==> src/rtl/spc2_pkg.sv <==
// Shared definitions for the spc2 configuration link: field widths, frame
// geometry, transmitter FSM states and the word packing helper.
package spc2_pkg;

   localparam int F_W     = 4;
   localparam int GS_W    = 4;
   localparam int GD_W    = 3;
   localparam int CFG_W   = 14;
   localparam int PAD_W   = 2;
   localparam int FRAME_W = CFG_W + PAD_W;

   typedef enum logic [1:0] {
      ST_LINK_RST = 2'd0,
      ST_IDLE     = 2'd1,
      ST_SHIFT    = 2'd2,
      ST_STROBE   = 2'd3
   } state_t;

   // MSB-first field order matches the receiver shift register layout.
   function automatic logic [CFG_W-1:0] pack_cfg(
      input logic [F_W-1:0]  f,
      input logic            iq,
      input logic [GS_W-1:0] gs,
      input logic            ce,
      input logic            ns,
      input logic [GD_W-1:0] gd
   );
      return {f, iq, gs, ce, ns, gd};
   endfunction

endpackage

==> src/rtl/spc2_cfg_tx_if.sv <==
// Host-side request bus of the spc2 configuration transmitter: start/link
// reset requests, the configuration fields and the busy/done handshake.
interface spc2_cfg_tx_if;
   import spc2_pkg::*;

   logic            start;
   logic            link_rst;
   logic [F_W-1:0]  f;
   logic            iq;
   logic [GS_W-1:0] gs;
   logic            ce;
   logic            ns;
   logic [GD_W-1:0] gd;
   logic            busy;
   logic            done;

   modport master (
      output start, link_rst, f, iq, gs, ce, ns, gd,
      input  busy, done
   );

   modport slave (
      input  start, link_rst, f, iq, gs, ce, ns, gd,
      output busy, done
   );

endinterface

==> src/rtl/spc2_sclk_gen.sv <==
// Half-period timer for cfg_clk: while enabled it ticks once every H_DIV
// cycles, marking the last cycle of the current clock phase.
module spc2_sclk_gen #(
   parameter int H_DIV = 4
) (
   input  logic clk,
   input  logic rst_n,
   input  logic i_en,
   output logic o_tick
);

   logic [7:0] r_cnt;
   logic       w_last;

   assign w_last = (r_cnt == 8'(H_DIV - 1));
   assign o_tick = i_en && w_last;

   always_ff @(posedge clk or negedge rst_n) begin
      if (!rst_n) begin
         r_cnt <= '0;
      end else if (!i_en || w_last) begin
         r_cnt <= '0;
      end else begin
         r_cnt <= r_cnt + 8'd1;
      end
   end

endmodule

==> src/rtl/spc2_cfg_tx.sv <==
// spc2 configuration link transmitter: serialises one packed 14-bit word
// LSB first onto cfg_out/cfg_clk and manages the receiver link reset.
module spc2_cfg_tx
   import spc2_pkg::*;
#(
   parameter int H_DIV   = 4,
   parameter int RST_LEN = 8
) (
   input  logic         clk,
   input  logic         rst_n,
   spc2_cfg_tx_if.slave host,
   output logic         o_cfg_out,
   output logic         o_cfg_clk,
   output logic         o_cfg_resetn
);

   localparam int              RC_W       = $clog2(RST_LEN);
   localparam logic [RC_W-1:0] RC_LAST    = RC_W'(RST_LEN - 1);
   localparam logic [4:0]      BITS_FIRST = 5'(CFG_W - 1);
   localparam logic [4:0]      BITS_LATER = 5'(FRAME_W - 1);

   state_t             r_state;
   logic [RC_W-1:0]    r_rstCnt;
   logic [FRAME_W-1:0] r_sr;
   logic [4:0]         r_bitCnt;
   logic               r_phaseHigh;
   logic               r_firstFrame;
   logic               r_busy;
   logic               r_done;
   logic               r_cfgOut;
   logic               r_cfgClk;
   logic               r_cfgResetn;

   logic               w_tick;
   logic               w_sclkEn;
   logic [CFG_W-1:0]   w_word;
   logic [FRAME_W-1:0] w_frame;

   assign w_sclkEn = (r_state == ST_SHIFT) || (r_state == ST_STROBE);
   assign w_word   = pack_cfg(host.f, host.iq, host.gs, host.ce, host.ns, host.gd);
   // The receiver counter resets to 14, so only later frames need the zero pads
   // to bring it back around to 0 after 16 shifts.
   assign w_frame  = r_firstFrame ? FRAME_W'(w_word) : {w_word, {PAD_W{1'b0}}};

   spc2_sclk_gen #(.H_DIV(H_DIV)) u_sclk (
      .clk    (clk),
      .rst_n  (rst_n),
      .i_en   (w_sclkEn),
      .o_tick (w_tick)
   );

   always_ff @(posedge clk or negedge rst_n) begin
      if (!rst_n) begin
         r_state      <= ST_LINK_RST;
         r_rstCnt     <= '0;
         r_sr         <= '0;
         r_bitCnt     <= '0;
         r_phaseHigh  <= 1'b0;
         r_firstFrame <= 1'b1;
         r_busy       <= 1'b0;
         r_done       <= 1'b0;
         r_cfgOut     <= 1'b0;
         r_cfgClk     <= 1'b0;
         r_cfgResetn  <= 1'b0;
      end else begin
         r_done <= 1'b0;
         // A link reset request outranks start and aborts any frame in flight.
         if (host.link_rst && (r_state != ST_LINK_RST)) begin
            r_state     <= ST_LINK_RST;
            r_rstCnt    <= '0;
            r_phaseHigh <= 1'b0;
            r_cfgOut    <= 1'b0;
            r_cfgClk    <= 1'b0;
            r_cfgResetn <= 1'b0;
         end else begin
            unique case (r_state)
               ST_LINK_RST: begin
                  r_cfgOut    <= 1'b0;
                  r_cfgClk    <= 1'b0;
                  r_cfgResetn <= 1'b0;
                  if (r_rstCnt == RC_LAST) begin
                     r_rstCnt     <= '0;
                     r_cfgResetn  <= 1'b1;
                     r_firstFrame <= 1'b1;
                     r_busy       <= 1'b0;
                     r_state      <= ST_IDLE;
                  end else begin
                     r_rstCnt <= r_rstCnt + 1'b1;
                  end
               end
               ST_IDLE: begin
                  if (host.start) begin
                     r_sr        <= w_frame;
                     r_cfgOut    <= w_frame[0];
                     r_bitCnt    <= r_firstFrame ? BITS_FIRST : BITS_LATER;
                     r_phaseHigh <= 1'b0;
                     r_busy      <= 1'b1;
                     r_state     <= ST_SHIFT;
                  end
               end
               ST_SHIFT: begin
                  if (w_tick) begin
                     if (!r_phaseHigh) begin
                        r_cfgClk    <= 1'b1;
                        r_phaseHigh <= 1'b1;
                     end else begin
                        r_cfgClk    <= 1'b0;
                        r_phaseHigh <= 1'b0;
                        if (r_bitCnt == 5'd0) begin
                           r_state <= ST_STROBE;
                        end else begin
                           r_sr     <= r_sr >> 1;
                           r_cfgOut <= r_sr[1];
                           r_bitCnt <= r_bitCnt - 5'd1;
                        end
                     end
                  end
               end
               ST_STROBE: begin
                  // Done is pulsed one cycle after the strobe low phase, still busy.
                  if (r_done) begin
                     r_busy       <= 1'b0;
                     r_firstFrame <= 1'b0;
                     r_state      <= ST_IDLE;
                  end else if (w_tick) begin
                     r_done <= 1'b1;
                  end
               end
               default: r_state <= ST_LINK_RST;
            endcase
         end
      end
   end

   assign host.busy    = r_busy;
   assign host.done    = r_done;
   assign o_cfg_out    = r_cfgOut;
   assign o_cfg_clk    = r_cfgClk;
   assign o_cfg_resetn = r_cfgResetn;

endmodule

==> src/flat_wrapper.sv <==
// flat-port wrapper written by rule: the top's interface ports become plain ports
module spc2_cfg_tx_flat import spc2_pkg::*;
#(
   parameter int H_DIV   = 4,
   parameter int RST_LEN = 8
)
  (clk, rst_n, o_cfg_out, o_cfg_clk, o_cfg_resetn, host_start, host_link_rst, host_f, host_iq, host_gs, host_ce, host_ns, host_gd, host_busy, host_done);
  spc2_cfg_tx_if host_i ();
  input  logic clk;
  input  logic rst_n;
  output logic o_cfg_out;
  output logic o_cfg_clk;
  output logic o_cfg_resetn;
  input wire logic [$bits(host_i.start)-1:0] host_start;
  input wire logic [$bits(host_i.link_rst)-1:0] host_link_rst;
  input wire logic [$bits(host_i.f)-1:0] host_f;
  input wire logic [$bits(host_i.iq)-1:0] host_iq;
  input wire logic [$bits(host_i.gs)-1:0] host_gs;
  input wire logic [$bits(host_i.ce)-1:0] host_ce;
  input wire logic [$bits(host_i.ns)-1:0] host_ns;
  input wire logic [$bits(host_i.gd)-1:0] host_gd;
  output wire logic [$bits(host_i.busy)-1:0] host_busy;
  output wire logic [$bits(host_i.done)-1:0] host_done;
  assign host_i.start = host_start;
  assign host_i.link_rst = host_link_rst;
  assign host_i.f = host_f;
  assign host_i.iq = host_iq;
  assign host_i.gs = host_gs;
  assign host_i.ce = host_ce;
  assign host_i.ns = host_ns;
  assign host_i.gd = host_gd;
  assign host_busy = host_i.busy;
  assign host_done = host_i.done;
  spc2_cfg_tx #(.H_DIV(H_DIV), .RST_LEN(RST_LEN)) u_core (.clk(clk), .rst_n(rst_n), .host(host_i), .o_cfg_out(o_cfg_out), .o_cfg_clk(o_cfg_clk), .o_cfg_resetn(o_cfg_resetn));
endmodule
==> config.mk <==
export PLATFORM = sky130hd
export DESIGN_NAME = spc2_cfg_tx_flat
export DESIGN_NICKNAME = d
export VERILOG_FILES = /design/src/rtl/spc2_pkg.sv /design/src/rtl/spc2_cfg_tx_if.sv /design/src/rtl/spc2_sclk_gen.sv /design/src/rtl/spc2_cfg_tx.sv /design/src/flat_wrapper.sv
export SDC_FILE = /design/constraint.sdc
export NUM_CORES = 1
export LEC_CHECK = 0
export BUFFER_PORTS_ARGS = -buffer_cell sky130_fd_sc_hd__buf_2
export CORE_MARGIN = 5
export CORE_UTILIZATION = 63
export CTS_CLUSTER_DIAMETER = 120
export DETAILED_ROUTE_END_ITERATION = 10
export PLACE_DENSITY = 0.84
export SYNTH_ARGS = -nofsm -noshare
export SYNTH_HDL_FRONTEND = slang
export SYNTH_SLANG_ARGS = --single-unit
export TNS_END_PERCENT = 20
==> constraint.sdc <==
create_clock -name clk -period 5.4 [get_ports clk]
set_clock_uncertainty 0.1 [all_clocks]
set_input_delay 1.08 -clock clk [delete_from_list [all_inputs] [get_ports clk]]
set_output_delay 1.08 -clock clk [all_outputs]
set_load 0.02 [all_outputs]
==> flow_results.xml <==
<?xml version="1.0" encoding="UTF-8"?>
<metrics>
  <group name="clock_tree">
    <metric name="post_cts_resize_count" unit="">0</metric>
    <metric name="cts.reportedPaths.clkPinSlew" unit="ps">70</metric>
    <metric name="cts_buffer_depth" unit="">2</metric>
    <metric name="cts_tree" unit="">built</metric>
    <metric name="skew_pair_late_insertion_delay" unit="ps">290</metric>
    <metric name="root_buffer" unit="">clkbuf_8</metric>
    <metric name="cts_hold_buf" unit="">0</metric>
    <metric name="cts.sinks" unit="">40</metric>
    <metric name="cts.repair_timing.setup_buffer_count" unit="">0</metric>
    <metric name="cts_htree_levels" unit="">2</metric>
    <metric name="cts-buffers-inserted" unit="">5</metric>
  </group>
  <group name="power">
    <metric name="power_density" unit="nW/um2">507.3</metric>
    <metric name="p_switching" unit="W">0.0004743</metric>
    <metric name="p_comb_frac" unit="">0.425</metric>
    <metric name="p_clk_frac" unit="">0.185</metric>
    <metric name="seqPwrFrac" unit="">0.390</metric>
    <metric name="fin_total_pwr" unit="W">0.001289</metric>
    <metric name="irDropWorstVdd" unit="uV">270.1</metric>
    <metric name="power.switching_fraction" unit="">0.3681</metric>
    <metric name="p_leak" unit="nW">1.169</metric>
    <metric name="power_report.internal_total" unit="W">0.0008143</metric>
  </group>
  <group name="timing">
    <metric name="fin_setup_tns" unit="ps">0</metric>
    <metric name="report.final.slew_viol_count" unit="">0</metric>
    <metric name="finalCritPeriodShare" unit="">0.4843</metric>
    <metric name="max_clock_freq" unit="MHz">382.4</metric>
    <metric name="finalCriticalPeriod" unit="ps">2615</metric>
    <metric name="timing.slew.headroom" unit="">0.4298</metric>
    <metric name="final_hold_vio_count" unit="">0</metric>
    <metric name="worst-slew-pin-transition" unit="ps">855.3</metric>
    <metric name="rsz_0062_raised_after_global_routing" unit="">no</metric>
    <metric name="setup_viol" unit="">0</metric>
  </group>
  <group name="drt">
    <metric name="drt_iter0_markers" unit="">95</metric>
    <metric name="drtPass1Iterations" unit="">4</metric>
    <metric name="ant_nets" unit="">0</metric>
    <metric name="route.final.wire_length" unit="um">4349</metric>
    <metric name="detail_route.drc_violations" unit="">0</metric>
    <metric name="route.detailed.vias_per_inst" unit="">5.752</metric>
    <metric name="vias_post_dr" unit="">1668</metric>
    <metric name="routed_wire_length_per_instance" unit="um">15.00</metric>
  </group>
  <group name="place">
    <metric name="placed_cells_incl_taps" unit="">282</metric>
    <metric name="port_buffers" unit="">22</metric>
    <metric name="placedInstanceArea" unit="um2">2432</metric>
    <metric name="final_hpwl_dp" unit="um">2979</metric>
    <metric name="place.gp.congestion" unit="">0.7775</metric>
  </group>
  <group name="floorplan">
    <metric name="die_outline_area" unit="um2">4958</metric>
    <metric name="io-pin-count" unit="">23</metric>
    <metric name="initial_utilization" unit="">0.6378</metric>
    <metric name="core_region_area" unit="um2">3606</metric>
    <metric name="die_h" unit="um">70.42</metric>
    <metric name="floorplan.die.width" unit="um">70.42</metric>
    <metric name="floorplan.rows" unit="">22</metric>
  </group>
  <group name="cells_and_area">
    <metric name="antenna_cells_inserted" unit="">0</metric>
    <metric name="num-nets-final" unit="">268</metric>
    <metric name="final_cells" unit="">290</metric>
    <metric name="fillers" unit="">274</metric>
    <metric name="drive_gt1_frac" unit="">0.2190</metric>
    <metric name="area_delta_synth_final" unit="%">10.45</metric>
    <metric name="final_area" unit="um2">2540</metric>
  </group>
  <group name="setup_path">
    <metric name="setup.reg_to_reg.worst_slack" unit="ps">2780</metric>
    <metric name="worst-endpoint-required" unit="ps">5480</metric>
    <metric name="critPathLaunchType" unit="">register</metric>
    <metric name="critPathTopFamily" unit="">buffers and inverters</metric>
    <metric name="critical_path.startpoint" unit="">u_core.r_state[0]$_DFFE_PN0P_</metric>
    <metric name="critical_path.cell_chain" unit="">inv_1, ha_1, buf_4, inv_1, nand2_1, a21oi_4, mux2_2</metric>
    <metric name="reg2reg_to" unit="">u_core.r_sr[3]$_DFFE_PN0P_</metric>
    <metric name="path_buf_inv" unit="">3</metric>
    <metric name="cp_max_fo" unit="">38</metric>
    <metric name="cp-end-kind" unit="">register</metric>
    <metric name="critPathSlowestCell" unit="">a21oi_4</metric>
    <metric name="worst-r2r-cell-count" unit="">7</metric>
    <metric name="critical_path_class" unit="">reg2reg</metric>
    <metric name="cpPeakStageDelay" unit="ps">550</metric>
    <metric name="reg_to_reg_critical_path_startpoint" unit="">u_core.r_state[0]$_DFFE_PN0P_</metric>
    <metric name="worst_setup_path_endpoint" unit="">u_core.r_sr[3]$_DFFE_PN0P_</metric>
    <metric name="cp_common_cell" unit="">inv_1</metric>
    <metric name="worst_ep_arrival_time" unit="ps">2690</metric>
    <metric name="critical_path_depth" unit="">7</metric>
  </group>
  <group name="synth">
    <metric name="synthesis.area" unit="um2">2300</metric>
    <metric name="ys_seq_area_frac" unit="">0.4358</metric>
    <metric name="postSynthRegisterBits" unit="">40</metric>
    <metric name="post_synth_inst_count" unit="">218</metric>
    <metric name="synth.distinct_cells" unit="">46</metric>
    <metric name="postSynthAreaPerCell" unit="um2">10.55</metric>
    <metric name="async_flop_share" unit="">1.000</metric>
    <metric name="synth_edf_count" unit="">0</metric>
    <metric name="syn_nets" unit="">245</metric>
    <metric name="ys_dominant_reg_cell" unit="">dfrtp_1</metric>
    <metric name="yosys_warnings" unit="">0</metric>
  </group>
  <group name="worst_hold_path">
    <metric name="hold_path_class" unit="">reg2reg</metric>
    <metric name="timing.hold.worst.start" unit="">u_core.o_cfg_resetn$_DFFE_PN0P_</metric>
  </group>
  <group name="flow_run">
    <metric name="maxCapViolCount" unit="">0</metric>
  </group>
  <group name="grt">
    <metric name="grt_start_max_net_pins" unit="">41</metric>
    <metric name="antenna_found_initial" unit="">0</metric>
    <metric name="vias_in_the_first_global_route" unit="">1643</metric>
    <metric name="global_route_wire_length_before_repair" unit="um">7686</metric>
    <metric name="grt_overflow_total" unit="">0</metric>
    <metric name="global_route.usage.total" unit="">0.1942</metric>
  </group>
  <group name="status">
    <metric name="run_status" unit="">completed</metric>
  </group>
</metrics>
-- worst reg2reg max path: cells and delay by family (launching register included) --
family                     cells  cell delay (ps)
AOI/OAI and AO/OA              1              550
adders and majority gates      1              210
buffers and inverters          3              610
DFF                            1              470
muxes                          1              410
and+or+nand+nor                1              150
-- cell usage in the layout (no fill, tap or decap), types with 6 or more instances in the layout --
| cell type | synthesis | routed |
|---|---|---|
| o31ai_1 | 8 | 8 |
| inv_1 | 12 | 12 |
| ha_1 | 9 | 9 |
| mux2_4 | 7 | 7 |
| mux2_2 | 8 | 8 |
| nand2_1 | 23 | 23 |
| o21ai_0 | 19 | 19 |
| nand3_1 | 6 | 6 |
| dfrtp_1 | 39 | 39 |
| nor2_1 | 13 | 13 |
| buf_2 | 2 | 22 |
| mux2i_1 | 17 | 17 |
-- sequential cells by signal (all words and copies together), names as in the netlist, 2 cells and up --
| signal | cells |
|---|---|
| u_core.r_state | 2 |
| u_core.u_sclk.r_cnt | 8 |
| u_core.r_bitCnt | 5 |
| u_core.r_sr | 15 |
| u_core.r_rstCnt | 3 |
-- cells by family after synthesis --
logic type	synth area share
multiplexers	0.1589
AND/OR/NAND/NOR	0.1529
XOR/XNOR	0.02285
AO/OA/AOI/OAI	0.1415
buffers and inverters	0.03917
flip-flops	0.4358
adder cells (fa/ha/maj)	0.04897
-- how the worst min path moves through the flow --
stage | endpoint | slack [ps] | cells after the start
finish | u_core.o_cfg_resetn$_DFFE_PN0P_ | 380 | 2
global route | u_core.o_cfg_resetn$_DFFE_PN0P_ | 410 | 2
CTS | u_core.o_cfg_resetn$_DFFE_PN0P_ | 390 | 2
detailed placement | u_core.o_cfg_resetn$_DFFE_PN0P_ | 370 | 2
global placement | u_core.o_cfg_resetn$_DFFE_PN0P_ | 360 | 2
floorplan | u_core.r_rstCnt[0]$_DFFE_PN0P_ | 370 | 1
-- routing by layer --
layer | vias to the layer above | share of wire | global-route usage
met2 | 42 | 0.46 | 0.3025
met5 | - | 0 | 0
li1 | 825 | - | -
met3 | 9 | 0.052 | 0.05755
met1 | 792 | 0.47 | 0.2555
met4 | 0 | 0.020 | 0.07021
-- stage by stage --
step | setup WS [ps] | util | hold slack (ps)
2_1_floorplan | 3117 | - | 365.4
3_3_place_gp | 2718 | 0.6745 | 361.7
3_5_place_dp | 2693 | 0.6745 | 370.2
4_1_cts | 2823 | 0.7044 | 387.2
5_1_grt | 2590 | 0.7044 | 405.0
6_report | 2785 | 0.7044 | 384.0
-- Yosys cell counts, types with 2 or more instances --
cell type  count  area share
a22o_1         3       0.011
o21ai_0       19       0.041
o31ai_1        8       0.026
mux2_2         8       0.039
a21oi_1        4      0.0087
clkbuf_1       4      0.0065
nand2_1       23       0.038
nor2_1        13       0.021
xor2_1         5       0.019
nor2b_1        3      0.0082
a32o_1         3       0.013
mux2i_1       17       0.074
and3_1         2      0.0054
nor3_1         2      0.0044
ha_1           9       0.049
nand3_1        6       0.013
nand2b_1       4       0.011
inv_1         12       0.020
buf_2          2      0.0044
dfrtp_1       39        0.42
mux2_4         7       0.046
-- final cells by class --
type,count,area [um2],share of cell area
multi-input cells,159,1207,0.4754
flip-flops and latches,40,1002,0.3946
well taps,48,60.06,0.02365
clock buffers,6,72.57,0.02857
repair buffers,23,117.6,0.04631
clock inverters,2,35.03,0.01379
inverters,12,45.04,0.01773
-- power by group through the flow --
stage | Combinational [W] | Sequential, W | Clock, W
final | 0.000548 | 0.000503 | 0.000238
after global routing | 0.000613 | 0.000517 | 0.000258
after CTS | 0.000549 | 0.000501 | 0.000243
after detailed placement | 0.000545 | 0.000505 | 0
after global placement | 0.000532 | 0.000501 | 0
after floorplan | 0.000480 | 0.000466 | 0
(Power assumes the default switching activity.)
